==> config.mk <==
export PLATFORM = sky130hd
export DESIGN_NAME = uart_rx_byte
export DESIGN_NICKNAME = d
export VERILOG_FILES = /design/src/rtl/uart_pkg.sv /design/src/rtl/uart_rx_sync.sv /design/src/rtl/uart_rx_byte.sv
export SDC_FILE = /design/constraint.sdc
export NUM_CORES = 1
export LEC_CHECK = 0
export ABC_AREA = 1
export CAP_MARGIN = 20
export CORE_UTILIZATION = 35
export CTS_CLUSTER_DIAMETER = 50
export DETAILED_ROUTE_END_ITERATION = 8
export PLACE_DENSITY = 0.61
export SLEW_MARGIN = 20
export SYNTH_ARGS = -nofsm -noshare
export SYNTH_HDL_FRONTEND = slang
export SYNTH_HIERARCHICAL = 1
export SYNTH_SLANG_ARGS = --single-unit
==> constraint.sdc <==
create_clock -name clk -period 4.5 [get_ports clk]
set_clock_uncertainty 0.05 [all_clocks]
set_input_delay 0.675 -clock clk [delete_from_list [all_inputs] [get_ports clk]]
set_output_delay 0.675 -clock clk [all_outputs]
set_load 0.01 [all_outputs]
==> src/rtl/uart_pkg.sv <==
`default_nettype none
// ============================================================================
// Module      : uart_pkg
// Description : Shared types and constants for the 8N1 UART byte blocks.
//               Holds the receiver state encoding, frame constants and the
//               default bit-rate divider (9600 baud at 50 MHz).
// Revision    : 1.0 - initial release
// ============================================================================
package uart_pkg;

    typedef enum logic [1:0] {
        IDLE  = 2'd0,
        START = 2'd1,
        DATA  = 2'd2,
        STOP  = 2'd3
    } rx_state_t;

    localparam int   DATA_BITS      = 8;
    localparam int   DEFAULT_BPS_DR = 5207;
    localparam logic START_BIT      = 1'b0;
    localparam logic STOP_BIT       = 1'b1;

endpackage
`default_nettype wire

==> src/rtl/uart_rx_sync.sv <==
`default_nettype none
// ============================================================================
// Module      : uart_rx_sync
// Description : Two-flop synchronizer for the asynchronous serial line plus a
//               third flop for falling-edge (start edge) detection.
// Ports       : clk        - system clock
//               rst        - asynchronous active-high reset
//               rs232_rx   - raw serial line, idle high
//               rx_sync    - synchronized line
//               start_edge - synced line is 0 while previous synced value is 1
// Revision    : 1.0 - initial release
// ============================================================================
module uart_rx_sync (
    input  logic clk,
    input  logic rst,
    input  logic rs232_rx,
    output logic rx_sync,
    output logic start_edge
);

    logic r_meta;
    logic r_sync;
    logic r_prev;

    // All stages reset to the idle-high line level so that releasing reset
    // never fabricates a start edge.
    always_ff @(posedge clk or posedge rst) begin
        if (rst) begin
            r_meta <= 1'b1;
            r_sync <= 1'b1;
            r_prev <= 1'b1;
        end else begin
            r_meta <= rs232_rx;
            r_sync <= r_meta;
            r_prev <= r_sync;
        end
    end

    assign rx_sync    = r_sync;
    assign start_edge = r_prev & ~r_sync;

endmodule
`default_nettype wire

==> src/rtl/uart_rx_byte.sv <==
`default_nettype none
// ============================================================================
// Module      : uart_rx_byte
// Description : 8N1 UART byte receiver. Detects a start edge, samples every
//               bit at mid-period, and presents the byte with a one-cycle
//               rx_done strobe, or a one-cycle frame_err strobe when the
//               stop bit reads 0.
// Ports       : clk       - system clock
//               rst       - asynchronous active-high reset
//               rs232_rx  - asynchronous serial line, idle high
//               data_byte - last correctly framed byte
//               rx_done   - one-cycle pulse when data_byte is updated
//               frame_err - one-cycle pulse when the stop bit reads 0
//               rx_busy   - high while a frame is in progress
// Options     : UART_RX_MAJORITY_EN - sample each bit as the 2-of-3 vote of
//               the line at MID_CNT-1, MID_CNT and MID_CNT+1; decision and
//               all resulting strobes move one cycle later.
// Revision    : 1.0 - initial release
// ============================================================================
module uart_rx_byte
    import uart_pkg::*;
#(
    parameter int BPS_DR  = DEFAULT_BPS_DR,
    parameter int MID_CNT = (BPS_DR + 1) / 2
) (
    input  logic       clk,
    input  logic       rst,
    input  logic       rs232_rx,
    output logic [7:0] data_byte,
    output logic       rx_done,
    output logic       frame_err,
    output logic       rx_busy
);

    localparam logic [15:0] c_div_last = 16'(BPS_DR);
`ifdef UART_RX_MAJORITY_EN
    localparam logic [15:0] c_pre_cnt    = 16'(MID_CNT - 1);
    localparam logic [15:0] c_mid_cnt    = 16'(MID_CNT);
    localparam logic [15:0] c_sample_cnt = 16'(MID_CNT + 1);
`else
    localparam logic [15:0] c_sample_cnt = 16'(MID_CNT);
`endif
    localparam logic [2:0]  c_last_bit   = 3'(DATA_BITS - 1);

    logic        w_rx;
    logic        w_start_edge;
    logic        w_sample;
    logic        w_sample_pt;
    logic        w_wrap;

    rx_state_t   r_state;
    rx_state_t   w_state_nxt;
    logic [15:0] r_div_cnt;
    logic [15:0] w_div_nxt;
    logic [2:0]  r_bit_idx;
    logic [2:0]  w_bit_nxt;
    logic [7:0]  r_shift;
    logic [7:0]  w_shift_nxt;
    logic [7:0]  w_data_nxt;
    logic        w_done_nxt;
    logic        w_ferr_nxt;

    uart_rx_sync u_sync (
        .clk        (clk),
        .rst        (rst),
        .rs232_rx   (rs232_rx),
        .rx_sync    (w_rx),
        .start_edge (w_start_edge)
    );

`ifdef UART_RX_MAJORITY_EN
    // The first two votes are captured one and two cycles before the
    // decision point; the third is the live synced line.
    logic r_vote0;
    logic r_vote1;

    always_ff @(posedge clk or posedge rst) begin
        if (rst) begin
            r_vote0 <= 1'b1;
            r_vote1 <= 1'b1;
        end else begin
            if (r_div_cnt == c_pre_cnt) r_vote0 <= w_rx;
            if (r_div_cnt == c_mid_cnt) r_vote1 <= w_rx;
        end
    end

    assign w_sample = (r_vote0 & r_vote1) | (r_vote0 & w_rx) | (r_vote1 & w_rx);
`else
    assign w_sample = w_rx;
`endif

    assign w_sample_pt = (r_div_cnt == c_sample_cnt);
    assign w_wrap      = (r_div_cnt == c_div_last);
    assign rx_busy     = (r_state != IDLE);

    always_comb begin
        w_state_nxt = r_state;
        w_div_nxt   = w_wrap ? 16'd0 : r_div_cnt + 16'd1;
        w_bit_nxt   = r_bit_idx;
        w_shift_nxt = r_shift;
        w_data_nxt  = data_byte;
        w_done_nxt  = 1'b0;
        w_ferr_nxt  = 1'b0;

        case (r_state)
            IDLE: begin
                w_div_nxt = 16'd0;
                if (w_start_edge) w_state_nxt = START;
            end
            START: begin
                if (w_sample_pt && (w_sample != START_BIT)) begin
                    // Line back high at mid-start: treat as a glitch.
                    w_state_nxt = IDLE;
                    w_div_nxt   = 16'd0;
                end else if (w_wrap) begin
                    w_state_nxt = DATA;
                    w_bit_nxt   = 3'd0;
                end
            end
            DATA: begin
                if (w_sample_pt) w_shift_nxt[r_bit_idx] = w_sample;
                if (w_wrap) begin
                    if (r_bit_idx == c_last_bit) w_state_nxt = STOP;
                    else                         w_bit_nxt   = r_bit_idx + 3'd1;
                end
            end
            STOP: begin
                // Leave at mid-stop so a following start edge is never missed.
                if (w_sample_pt) begin
                    w_state_nxt = IDLE;
                    w_div_nxt   = 16'd0;
                    if (w_sample == STOP_BIT) begin
                        w_data_nxt = r_shift;
                        w_done_nxt = 1'b1;
                    end else begin
                        w_ferr_nxt = 1'b1;
                    end
                end
            end
            default: begin
                w_state_nxt = IDLE;
                w_div_nxt   = 16'd0;
            end
        endcase
    end

    always_ff @(posedge clk or posedge rst) begin
        if (rst) begin
            r_state   <= IDLE;
            r_div_cnt <= 16'd0;
            r_bit_idx <= 3'd0;
            r_shift   <= 8'h00;
            data_byte <= 8'h00;
            rx_done   <= 1'b0;
            frame_err <= 1'b0;
        end else begin
            r_state   <= w_state_nxt;
            r_div_cnt <= w_div_nxt;
            r_bit_idx <= w_bit_nxt;
            r_shift   <= w_shift_nxt;
            data_byte <= w_data_nxt;
            rx_done   <= w_done_nxt;
            frame_err <= w_ferr_nxt;
        end
    end

endmodule
`default_nettype wire

-- Word level (Yosys, flattened, before mapping)
Index checks and enable logic that the tools add are counted.
- add/subtract/negate cells: 2
- magnitude comparators: 2
- equal/unequal tests: 14
- multiplexer cells: 25
- bitwise logic cells: 2
- reductions and logical operators: 9
- operators by type and width (kind ; number):
    $mux 16 ; 3
    $pmux 16 s3 ; 1
    $add 16x1->16 const B ; 1
    $eq 16x12->1 const B ; 1
    $eq 16x13->1 const B ; 1
    $mux 2 ; 6
    $mux 3 ; 4
    $ne 2x2->1 const B ; 6
    $reduce_and 5->1 ; 2
    $bwmux 8 ; 1
    $pmux 2 s4 ; 1
    $mux 1 ; 7
    $pmux 3 s2 ; 1
    $eq 2x2->1 const B ; 2
    $lt 3x4->1 const B ; 1
    $reduce_bool 2->1 ; 2
    $add 3x1->3 const B ; 1
    $demux 1 s3 ; 1
    $eq 3x3->1 const B ; 1
    $ge 3x1->1 const B ; 1
    $ne 3x3->1 const B ; 1
    $reduce_and 3->1 ; 1
    $eq 2x1->1 const B ; 1
    $logic_and 1x1->1 ; 2
    5 further kinds ; 5
- register bits: 42
- output and inout port bits: 11
- logic and storage cells: 64

-- Longest topological paths before layout
Gate-level depths: netlist (run 1).
- depth after elaboration: 5
- gate-level depth with buffers: 10
- gate-level depth less buffers: 10

-- Hierarchy
The synthesis (run 1) kept the hierarchy.
- by module, submodules not included (module ; instances ; cells each ; area an instance (µm²)):
    uart_rx_byte ; 1 ; 317 ; 2326.0
    uart_rx_sync ; 1 ; 6 ; 92.6

-- Least setup slack after synthesis (run 1)
No wires, ideal clock.
- path type: flip-flop to flip-flop
- from: register r_div_cnt[0]
- to: register r_shift[0]
- setup time: 0.118 ns
- data arrival time: 1.356 ns
- data required time: 4.332 ns
- path slack: 2.976 ns
- stages on the path, launching flop included: 11
- buffers on the path: 1
- clock period less this slack: 1.524 ns
- path through: dfrtp_1 inv_1 ha_1 nand2_4 nor2_4 nand2_4 nor2_8 buf_8 nand3_1 nand2_1 nand2_1
- word-level cells in the longest chain between the ends: 2
- RTL lines (item ; line ; text):
    start, declared ; uart_rx_byte.sv:53 ; logic [15:0] r_div_cnt;
    start signal, assigned ; uart_rx_byte.sv:158 ; r_div_cnt <= w_div_nxt;
    $eq 16x12->1 ; uart_rx_byte.sv:92 ; assign w_sample_pt = (r_div_cnt == c_sample_cnt);
    $reduce_and 2->1 (no line) ; -- ;
    end signal, assigned ; uart_rx_byte.sv:160 ; r_shift <= w_shift_nxt;
    end, declared ; uart_rx_byte.sv:57 ; logic [7:0] r_shift;
No other way between the ends.
A chain may end at the register's enable or synchronous reset.

==> results of run 1 <==
-- per-stage QoR --
stage | hold WS, ns | total power [mW] | cells | area (um2)
3_5_place_dp | 0.298 | 0.741 | 408 | 2620
2_1_floorplan | 0.295 | 0.665 | 323 | 2420
5_1_grt | 0.317 | 1.10 | 416 | 2720
4_1_cts | 0.310 | 1.04 | 416 | 2720
6_report | 0.308 | 1.03 | 416 | 2720
3_3_place_gp | 0.297 | 0.730 | 408 | 2620
-- state kept, by name, indices dropped and copies added, names as in the netlist, 3 cells and up, named ones only --
register,cells
r_div_cnt,16
r_bit_idx,3
data_byte,8
r_shift,8
-- path summary, 6_finish.rpt --
| check | endpoint | slack [ns] | cells after the start |
|---|---|---|---|
| min in group asynchronous | u_sync/rx_sync | 0.71 | 2 |
| max in group asynchronous | data_byte[7] | 3.27 | 3 |
| max | rx_busy | 2.19 | 3 |
| max reg2reg | data_byte[2] | 2.60 | 8 |
| min | u_sync/rx_sync | 0.31 | 0 |
| min reg2reg | u_sync/rx_sync | 0.31 | 0 |
-- metal layers --
metal  routed length, um  global-route usage, %  up-vias
li1                    -                      -     1083
met1                2740                   24.7      930
met2                2380                   24.6       64
met3                 253                   2.63        4
met4                  75                   4.93        0
met5                   0                      0        -
-- final cells by class --
cell class | instances | area [um2]
Clock buffer | 5 | 68.8
Clock inverter | 3 | 40.0
Fill cell | 651 | 3770
Inverter | 37 | 140
Multi-Input combinational cell | 238 | 1190
Sequential cell | 42 | 1050
Tap cell | 77 | 96.3
Timing Repair Buffer | 14 | 138
-- power by group --
group	internal (mW)	total, mW	switching [mW]
sequential	0.408	0.446	0.0375
clock	0.163	0.288	0.125
combinational	0.0847	0.293	0.209
total	0.656	1.03	0.371
-- cell usage after synthesis --
cell	n	area share, %
inv_2	3	0.47
buf_8	1	0.62
nand4_1	21	5.4
a31oi_1	1	0.26
clkinv_2	1	0.21
xor2_1	8	2.9
dfrtp_1	39	40
nor2_4	3	1.4
clkinv_1	3	0.47
inv_1	30	4.7
nand2_4	2	0.93
buf_2	3	0.62
a21oi_1	9	1.9
o21bai_1	1	0.31
nand3_1	44	9.1
nor2_1	34	5.3
nand2_1	95	15
o22ai_1	1	0.26
nor2_2	3	0.78
a211oi_1	1	0.31
nand4_2	1	0.52
nand2_2	2	0.52
ha_1	4	2.1
clkbuf_1	2	0.31
nor2_8	1	0.83
nor3_1	6	1.2
o211ai_1	1	0.31
dfstp_2	3	3.3
-- critical path: cells and delay by family (launching register included) --
kind,cells,cell delay (ns)
DFF,1,0.39
buffers and inverters,2,0.77
and+or+nand+nor,1,0.15
-- logic make-up (layout without fill, tap and decap cells) --
| kind of cell | count (synthesis) | count (layout) | synth area share, % |
|---|---|---|---|
| AND/OR/NAND/NOR | 212 | 212 | 40.8 |
| XOR/XNOR | 8 | 8 | 2.90 |
| buffers and inverters | 43 | 59 | 7.35 |
| flip-flops | 42 | 42 | 43.6 |
| adder cells (fa/ha/maj) | 4 | 4 | 2.07 |
| AO/OA/AOI/OAI | 14 | 14 | 3.31 |
-- cell usage in the layout (no fill, tap or decap), drive strengths merged --
cell type,Yosys,final
a211oi,1,1
a21oi,9,9
a31oi,1,1
buf,4,1
bufinv,0,1
clkbuf,2,5
clkdlybuf4s50,0,13
clkinv,4,6
dfrtp,39,39
dfstp,3,3
ha,4,4
inv,33,33
nand2,99,99
nand3,44,44
nand4,22,22
nor2,41,41
nor3,6,6
o211ai,1,1
o21bai,1,1
o22ai,1,1
xor2,8,8
==> impl_metrics.json, run 1 <==
{
  "initial_core_util_pct": 37.2,
  "period_share_pct": 51.3,
  "grt_max_degree": 40,
  "status": "finished clean",
  "drive_gt1_share_pct": 8.26,
  "cts-resized-gates": 0,
  "wl_per_cell_um": 13.1,
  "dp_slack_ns": 2.50,
  "gr-usage-all-layers_pct": 16.5,
  "fmax_mhz": 433,
  "core_um2": 6490,
  "synth-seq-area-share_pct": 43.6,
  "num_vias": 2081,
  "ios": 14,
  "drc_errors": 0,
  "syn2layout_area_growth_pct": 12.6,
  "clk-insertion-delay-late_ns": 0.28,
  "gp_congestion": 0.927,
  "post_cts_buffers": 0,
  "firstDrtPassIters": 4,
  "relSlewSlack_pct": 44.5,
  "setup_ws_ns": 2.19,
  "hold_class": "reg -> reg",
  "die_h_um": 85.1,
  "worst_slew_pin_slew_ns": 0.829,
  "min_period_ns": 2.31,
  "cts_tree": "yes",
  "finalSetupViolCount": 0,
  "rows": 29,
  "syn_nets": 330,
  "clock-sinks": 42,
  "cts_buffer_depth": 2,
  "final_hold_viol_count": 0,
  "route.final.wire_length_um": 5450,
  "syn_area_um2": 2420,
  "clk_pin_slew_worst_paths_ns": 0.07,
  "rsz0062_at_grt": "no",
  "grt_pass1_wl_um": 9320,
  "routed_via_density": 5.00,
  "dieArea_um2": 7250,
  "synth.avg_cell_area_um2": 7.49,
  "cts_buffers": 5,
  "pwr_density_cell_nw_per_um2": 377,
  "fin_setup_tns_ns": 0,
  "cap_viol_max_count": 0,
  "nNetsFinal": 345,
  "place_hpwl_um": 4130,
  "synth_cell_types": 28,
  "leakagePower_nw": 1.36,
  "hold_start": "u_sync/r_meta",
  "clockRootBuffer": "clkbuf_8",
  "drv_slew": 0,
  "critical_path_required_ns": 3.77,
  "cp_max_fo": 9,
  "cts_htree_levels": 2,
  "crit_path_end_kind": "primary output",
  "grt_pass1_vias": 1904,
  "grt-ovfl-total": 0,
  "setup.worst_path.class": "reg -> out",
  "postLayoutCoreUtil_pct": 41.9,
  "slowest_stage": "clkdlybuf4s50_1",
  "synth-seq-cells": 42,
  "antenna_found_initial": 0,
  "ant_nets": 0,
  "crit_chain": "clkinv_1 -> nand2_1 -> clkdlybuf4s50_1",
  "portBuffers": 13,
  "yosysWarnings": 6,
  "crit_path_max_incr_delay_ns": 0.55,
  "hold_buffers": 0,
  "antennaDiodeCount": 0,
  "cp.arrival_ns": 1.59,
  "die_x_um": 85.1,
  "drt_iter0_markers": 220,
  "ir_worst_vdd_mv": 0.387,
  "syn_inst": 323,
  "setup.worst_path.start_class": "flip-flop",
  "r2r-start": "r_div_cnt[0]"
}
Power figures use the tool's default switching activity.
==> run 2, diff against run 1 <==
clock period = 2.2 ns   (was 4.5 ns; I/O delays follow)
==> run 2 against run 1 <==
Via count rose by 4.2%. Worst hold slack improved by 0.0012 ns. Sequential share of layout area fell by 0.42 points.
==> impl_metrics.json, run 2 (same netlist as run 1, synthesis figures left out) <==
{
  "status": "finished clean",
  "final_common_cell": "nand2_1",
  "hold_ws_ns": 0.309,
  "grt-ovfl-total": 0,
  "r2r-start": "r_div_cnt[0]",
  "grt_pass1_vias": 2031,
  "syn2layout_area_growth_pct": 13.9,
  "cts_htree_levels": 2,
  "initial_core_util_pct": 37.2,
  "regMostFlops": "r_div_cnt",
  "fmax_mhz": 539,
  "clk_pin_slew_worst_paths_ns": 0.09,
  "crit_path_end_kind": "flip-flop",
  "leakagePower_nw": 1.37,
  "relSlewSlack_pct": 67.3,
  "worst_slew_pin_slew_ns": 0.490,
  "ir_worst_vdd_mv": 0.399,
  "hold_class": "reg -> reg",
  "die_h_um": 85.1,
  "num_vias": 2169,
  "clockRootBuffer": "clkbuf_8",
  "portBuffers": 13,
  "drive_gt1_share_pct": 9.86,
  "min_period_ns": 1.85,
  "cap_viol_max_count": 0,
  "grt_pass1_wl_um": 9450,
  "hold_buffers": 0,
  "firstDrtPassIters": 5,
  "cts_tree": "yes",
  "clk-insertion-delay-late_ns": 0.30,
  "critical_path_required_ns": 2.40,
  "nFillCells": 637,
  "r2r_cells": 8,
  "largest_reg_flops": 16,
  "grt_max_degree": 40,
  "rsz0062_at_grt": "no",
  "nNetsFinal": 351,
  "pwr_density_cell_nw_per_um2": 765,
  "drc_errors": 0,
  "cp.arrival_ns": 2.05,
  "antennaDiodeCount": 0,
  "dieArea_um2": 7250,
  "cp_max_fo": 9,
  "cts_buffers": 5,
  "antenna_found_initial": 0,
  "seqCellArea_um2": 1050,
  "hold_start": "u_sync/r_meta",
  "core_um2": 6490,
  "final_hold_viol_count": 0,
  "layout_common_cells": "95 x nand2_1, 44 x nand3_1, 39 x dfrtp_1",
  "reg_top3": "r_div_cnt (16), data_byte (8), r_shift (8)",
  "ant_nets": 0,
  "cts-resized-gates": 0,
  "wl_per_cell_um": 12.7,
  "cts_buffer_depth": 2,
  "clock-sinks": 42,
  "multi_input_area_um2": 1190,
  "period_share_pct": 84.3,
  "place_area_um2": 2660,
  "fin_setup_tns_ns": 0,
  "post_cts_buffers": 0,
  "ios": 14,
  "place_hpwl_um": 3900,
  "route.final.wire_length_um": 5350,
  "routed_via_density": 5.14,
  "die_x_um": 85.1,
  "gr-usage-all-layers_pct": 16.4,
  "rows": 29,
  "final_area_um2": 2750,
  "drt_iter0_markers": 133,
  "drv_slew": 0,
  "setup.worst_path.start_class": "flip-flop",
  "worstSetupStartpoint": "r_div_cnt[0]",
  "gp_congestion": 0.969,
  "setup.worst_path.class": "reg -> reg",
  "whs_path_depth": 0,
  "finalSetupViolCount": 0
}
[run 2: metal layers]
layer	up-vias	GRT usage (%)	wire length, um
li1	1093	-	-
met1	980	24.6	2650
met2	83	23.4	2310
met3	13	2.82	307
met4	0	6.63	84
met5	-	0	0
[run 2: through the flow]
stage | total power [mW] | utilization (%) | setup WS [ns] | std cells
CTS | 2.12 | 42.4 | 0.348 | 422
global route | 2.26 | 42.4 | 0.130 | 422
finish | 2.11 | 42.4 | 0.346 | 422
global placement | 1.59 | 41.0 | 0.420 | 414
floorplan | 1.36 | - | 0.676 | 323
detailed placement | 1.59 | 41.0 | 0.371 | 414
[run 2: final timing paths]
path                                       end  slack [ns]
worst max register to register    data_byte[0]        0.35
max in group asynchronous         r_bit_idx[0]        1.34
worst min register to register  u_sync/rx_sync        0.31
worst max-delay path              data_byte[0]        0.35
min in group asynchronous        u_sync/r_meta        0.36
worst min-delay path            u_sync/rx_sync        0.31
[run 2: area by class of cell]
class,count,share of cell area (%)
clock buffer,5,2.50
clock inverter,3,0.909
inverter,37,5.09
multi-input combinational,238,43.1
sequential,42,38.3
tap,77,3.50
timing repair buffer,20,6.63
[run 2: worst max-delay path, stage by stage (launching register included)]
cell and delay, ns:
dfrtp_1 0.43, inv_1 0.10, ha_1 0.25, nand3_1 0.10, nor2_1 0.21, nand4_2 0.31, clkinv_2 0.21, nand2_1 0.07
nand2_1 0.06
[run 2: where the power goes]
| part | switching, mW | internal, mW | total (mW) |
|---|---|---|---|
| logic | 0.437 | 0.240 | 0.678 |
| registers | 0.0754 | 0.834 | 0.910 |
| clock network | 0.290 | 0.229 | 0.520 |
| total | 0.803 | 1.30 | 2.11 |
==> run 3, diff against run 2 <==
clock period = 1.9 ns   (was 2.2 ns; I/O delays follow)
==> run 3 against run 2 <==
Final area is 0.55% higher. Utilization grew 0.23 points. Routed wire length grew 2.4%. Flip-flop and latch count stayed put. Via count barely moved. Setup slack lost 0.26 ns. First-iteration DRC count up 24%. Total power grew 14%. Die area unchanged. Critical path depth is 5 lower. Register-to-register slack lost 0.15 ns. Largest power group unchanged. Largest cell class unchanged.
==> impl_metrics.json, run 3 (same netlist as run 1, synthesis figures left out) <==
{
  "regMostFlops": "r_div_cnt",
  "finalSetupViolCount": 0,
  "grt-ovfl-total": 0,
  "final_hold_viol_count": 0,
  "critical_path_required_ns": 1.56,
  "total_power_mw": 2.40,
  "cts_buffers": 5,
  "drt_iter0_markers": 165,
  "setup.worst_path.class": "reg -> out",
  "postLayoutCoreUtil_pct": 42.6,
  "dp_slack_ns": 0.122,
  "final_common_cell": "nand2_1",
  "clock-sinks": 42,
  "use_met2_pct": 24.6,
  "clk_pin_slew_worst_paths_ns": 0.09,
  "use_met3_pct": 2.92,
  "antennaDiodeCount": 0,
  "period_share_pct": 95.6,
  "wl_per_cell_um": 13.0,
  "route.final.wire_length_um": 5480,
  "routed_via_density": 5.13,
  "syn2layout_area_growth_pct": 14.5,
  "status": "finished clean",
  "num_vias": 2170,
  "grt_pass1_wl_um": 9560,
  "die_x_um": 85.1,
  "rsz0062_at_grt": "no",
  "drc_errors": 0,
  "leakagePower_nw": 1.38,
  "min_period_ns": 1.82,
  "hold_class": "in -> async",
  "grt_max_degree": 40,
  "cp_max_fo": 4,
  "worst_slew_pin_slew_ns": 0.505,
  "antenna_found_initial": 0,
  "busiest_layer": "met2",
  "relSlewSlack_pct": 66.3,
  "met1_usage_pct": 24.5,
  "cts_tree": "yes",
  "ant_nets": 0,
  "core_um2": 6490,
  "place_hpwl_um": 4030,
  "fin_setup_tns_ns": 0,
  "rows": 29,
  "ir_worst_vdd_mv": 0.368,
  "reg_top3": "r_div_cnt (16), data_byte (8), r_shift (8)",
  "fmax_mhz": 550,
  "die_h_um": 85.1,
  "drv_slew": 0,
  "gp_congestion": 0.892,
  "ios": 14,
  "r2r_cells": 10,
  "initial_core_util_pct": 37.2,
  "gr-usage-all-layers_pct": 16.8,
  "nNetsFinal": 352,
  "dieArea_um2": 7250,
  "cap_viol_max_count": 0,
  "portBuffers": 13,
  "cp.arrival_ns": 1.48,
  "cts_htree_levels": 2,
  "crit_path_end_kind": "primary output",
  "drive_gt1_share_pct": 10.4,
  "setup_ws_ns": 0.0828,
  "largest_reg_flops": 16,
  "post_cts_buffers": 0,
  "cts_buffer_depth": 2,
  "clockRootBuffer": "clkbuf_8",
  "pwr_density_cell_nw_per_um2": 868,
  "firstDrtPassIters": 4,
  "layout_common_cells": "95 x nand2_1, 44 x nand3_1, 39 x dfrtp_1",
  "setup.worst_path.start_class": "flip-flop",
  "grt_pass1_vias": 1977,
  "clk-insertion-delay-late_ns": 0.30
}
==> run 3: cell count changes in the layout (fill, tap and decap cells not counted) <==
| cell | delta |
|---|---|
| nor2_1 | -1 |
| nand4_4 | +1 |
| nand4_2 | -1 |
| nor2_2 | +1 |
| inv_6 | -1 |
| buf_4 | +1 |
| clkinv_2 | +1 |
==> run 3: through the flow <==
step,hold slack [ns],instances,area [um2]
after floorplan,0.168,323,2420
after global placement,0.297,415,2670
after detailed placement,0.299,415,2670
after CTS,0.295,423,2760
after global routing,0.315,423,2770
final,0.295,423,2770
==> run 3: path summary, 6_finish.rpt <==
path / end / slack, ns / startpoint
min in group clk: u_sync/rx_sync / 0.31 / u_sync/r_meta
min reg2reg: u_sync/rx_sync / 0.31 / u_sync/r_meta
max: rx_busy / 0.08 / flip-flop
min: u_sync/r_meta / 0.29 / rst
max in group asynchronous: frame_err / 1.08 / rst
max reg2reg: r_state[0] / 0.20 / r_div_cnt[0]
==> run 3: per-layer routing <==
layer  part of all wire [%]  wire [um]
met5                      0          0
met4                    2.0        107
met3                    5.4        297
met2                     44       2400
met1                     49       2670
==> run 3: layout make-up <==
cell class	instances	area [um2]
Fill cell	662	3730
Multi-Input combinational cell	238	1200
Sequential cell	42	1050
Timing Repair Buffer	21	190
Inverter	37	140
Tap cell	77	96.3
Clock buffer	5	68.8
Clock inverter	3	21.3
==> run 3: repair_timing <==
action / in CTS / in global routing
gates resized for setup: 0 / 2
hold buffers: 0 / 0
endpoints found under the hold margin: 0 / 0
setup endpoints to repair: 0 / 9
==> run 3: critical path, stage by stage, from the launching register on <==
cell	delay, ns
dfrtp_1	0.40
clkinv_1	0.11
nand2_1	0.12
clkdlybuf4s50_1	0.55
==> run 3: where the power goes <==
part	switching (mW)	total, mW	leakage (nW)	internal, mW
registers	0.0769	1.04	0.568	0.966
logic	0.504	0.772	0.766	0.268
clock network	0.330	0.588	0.0441	0.258
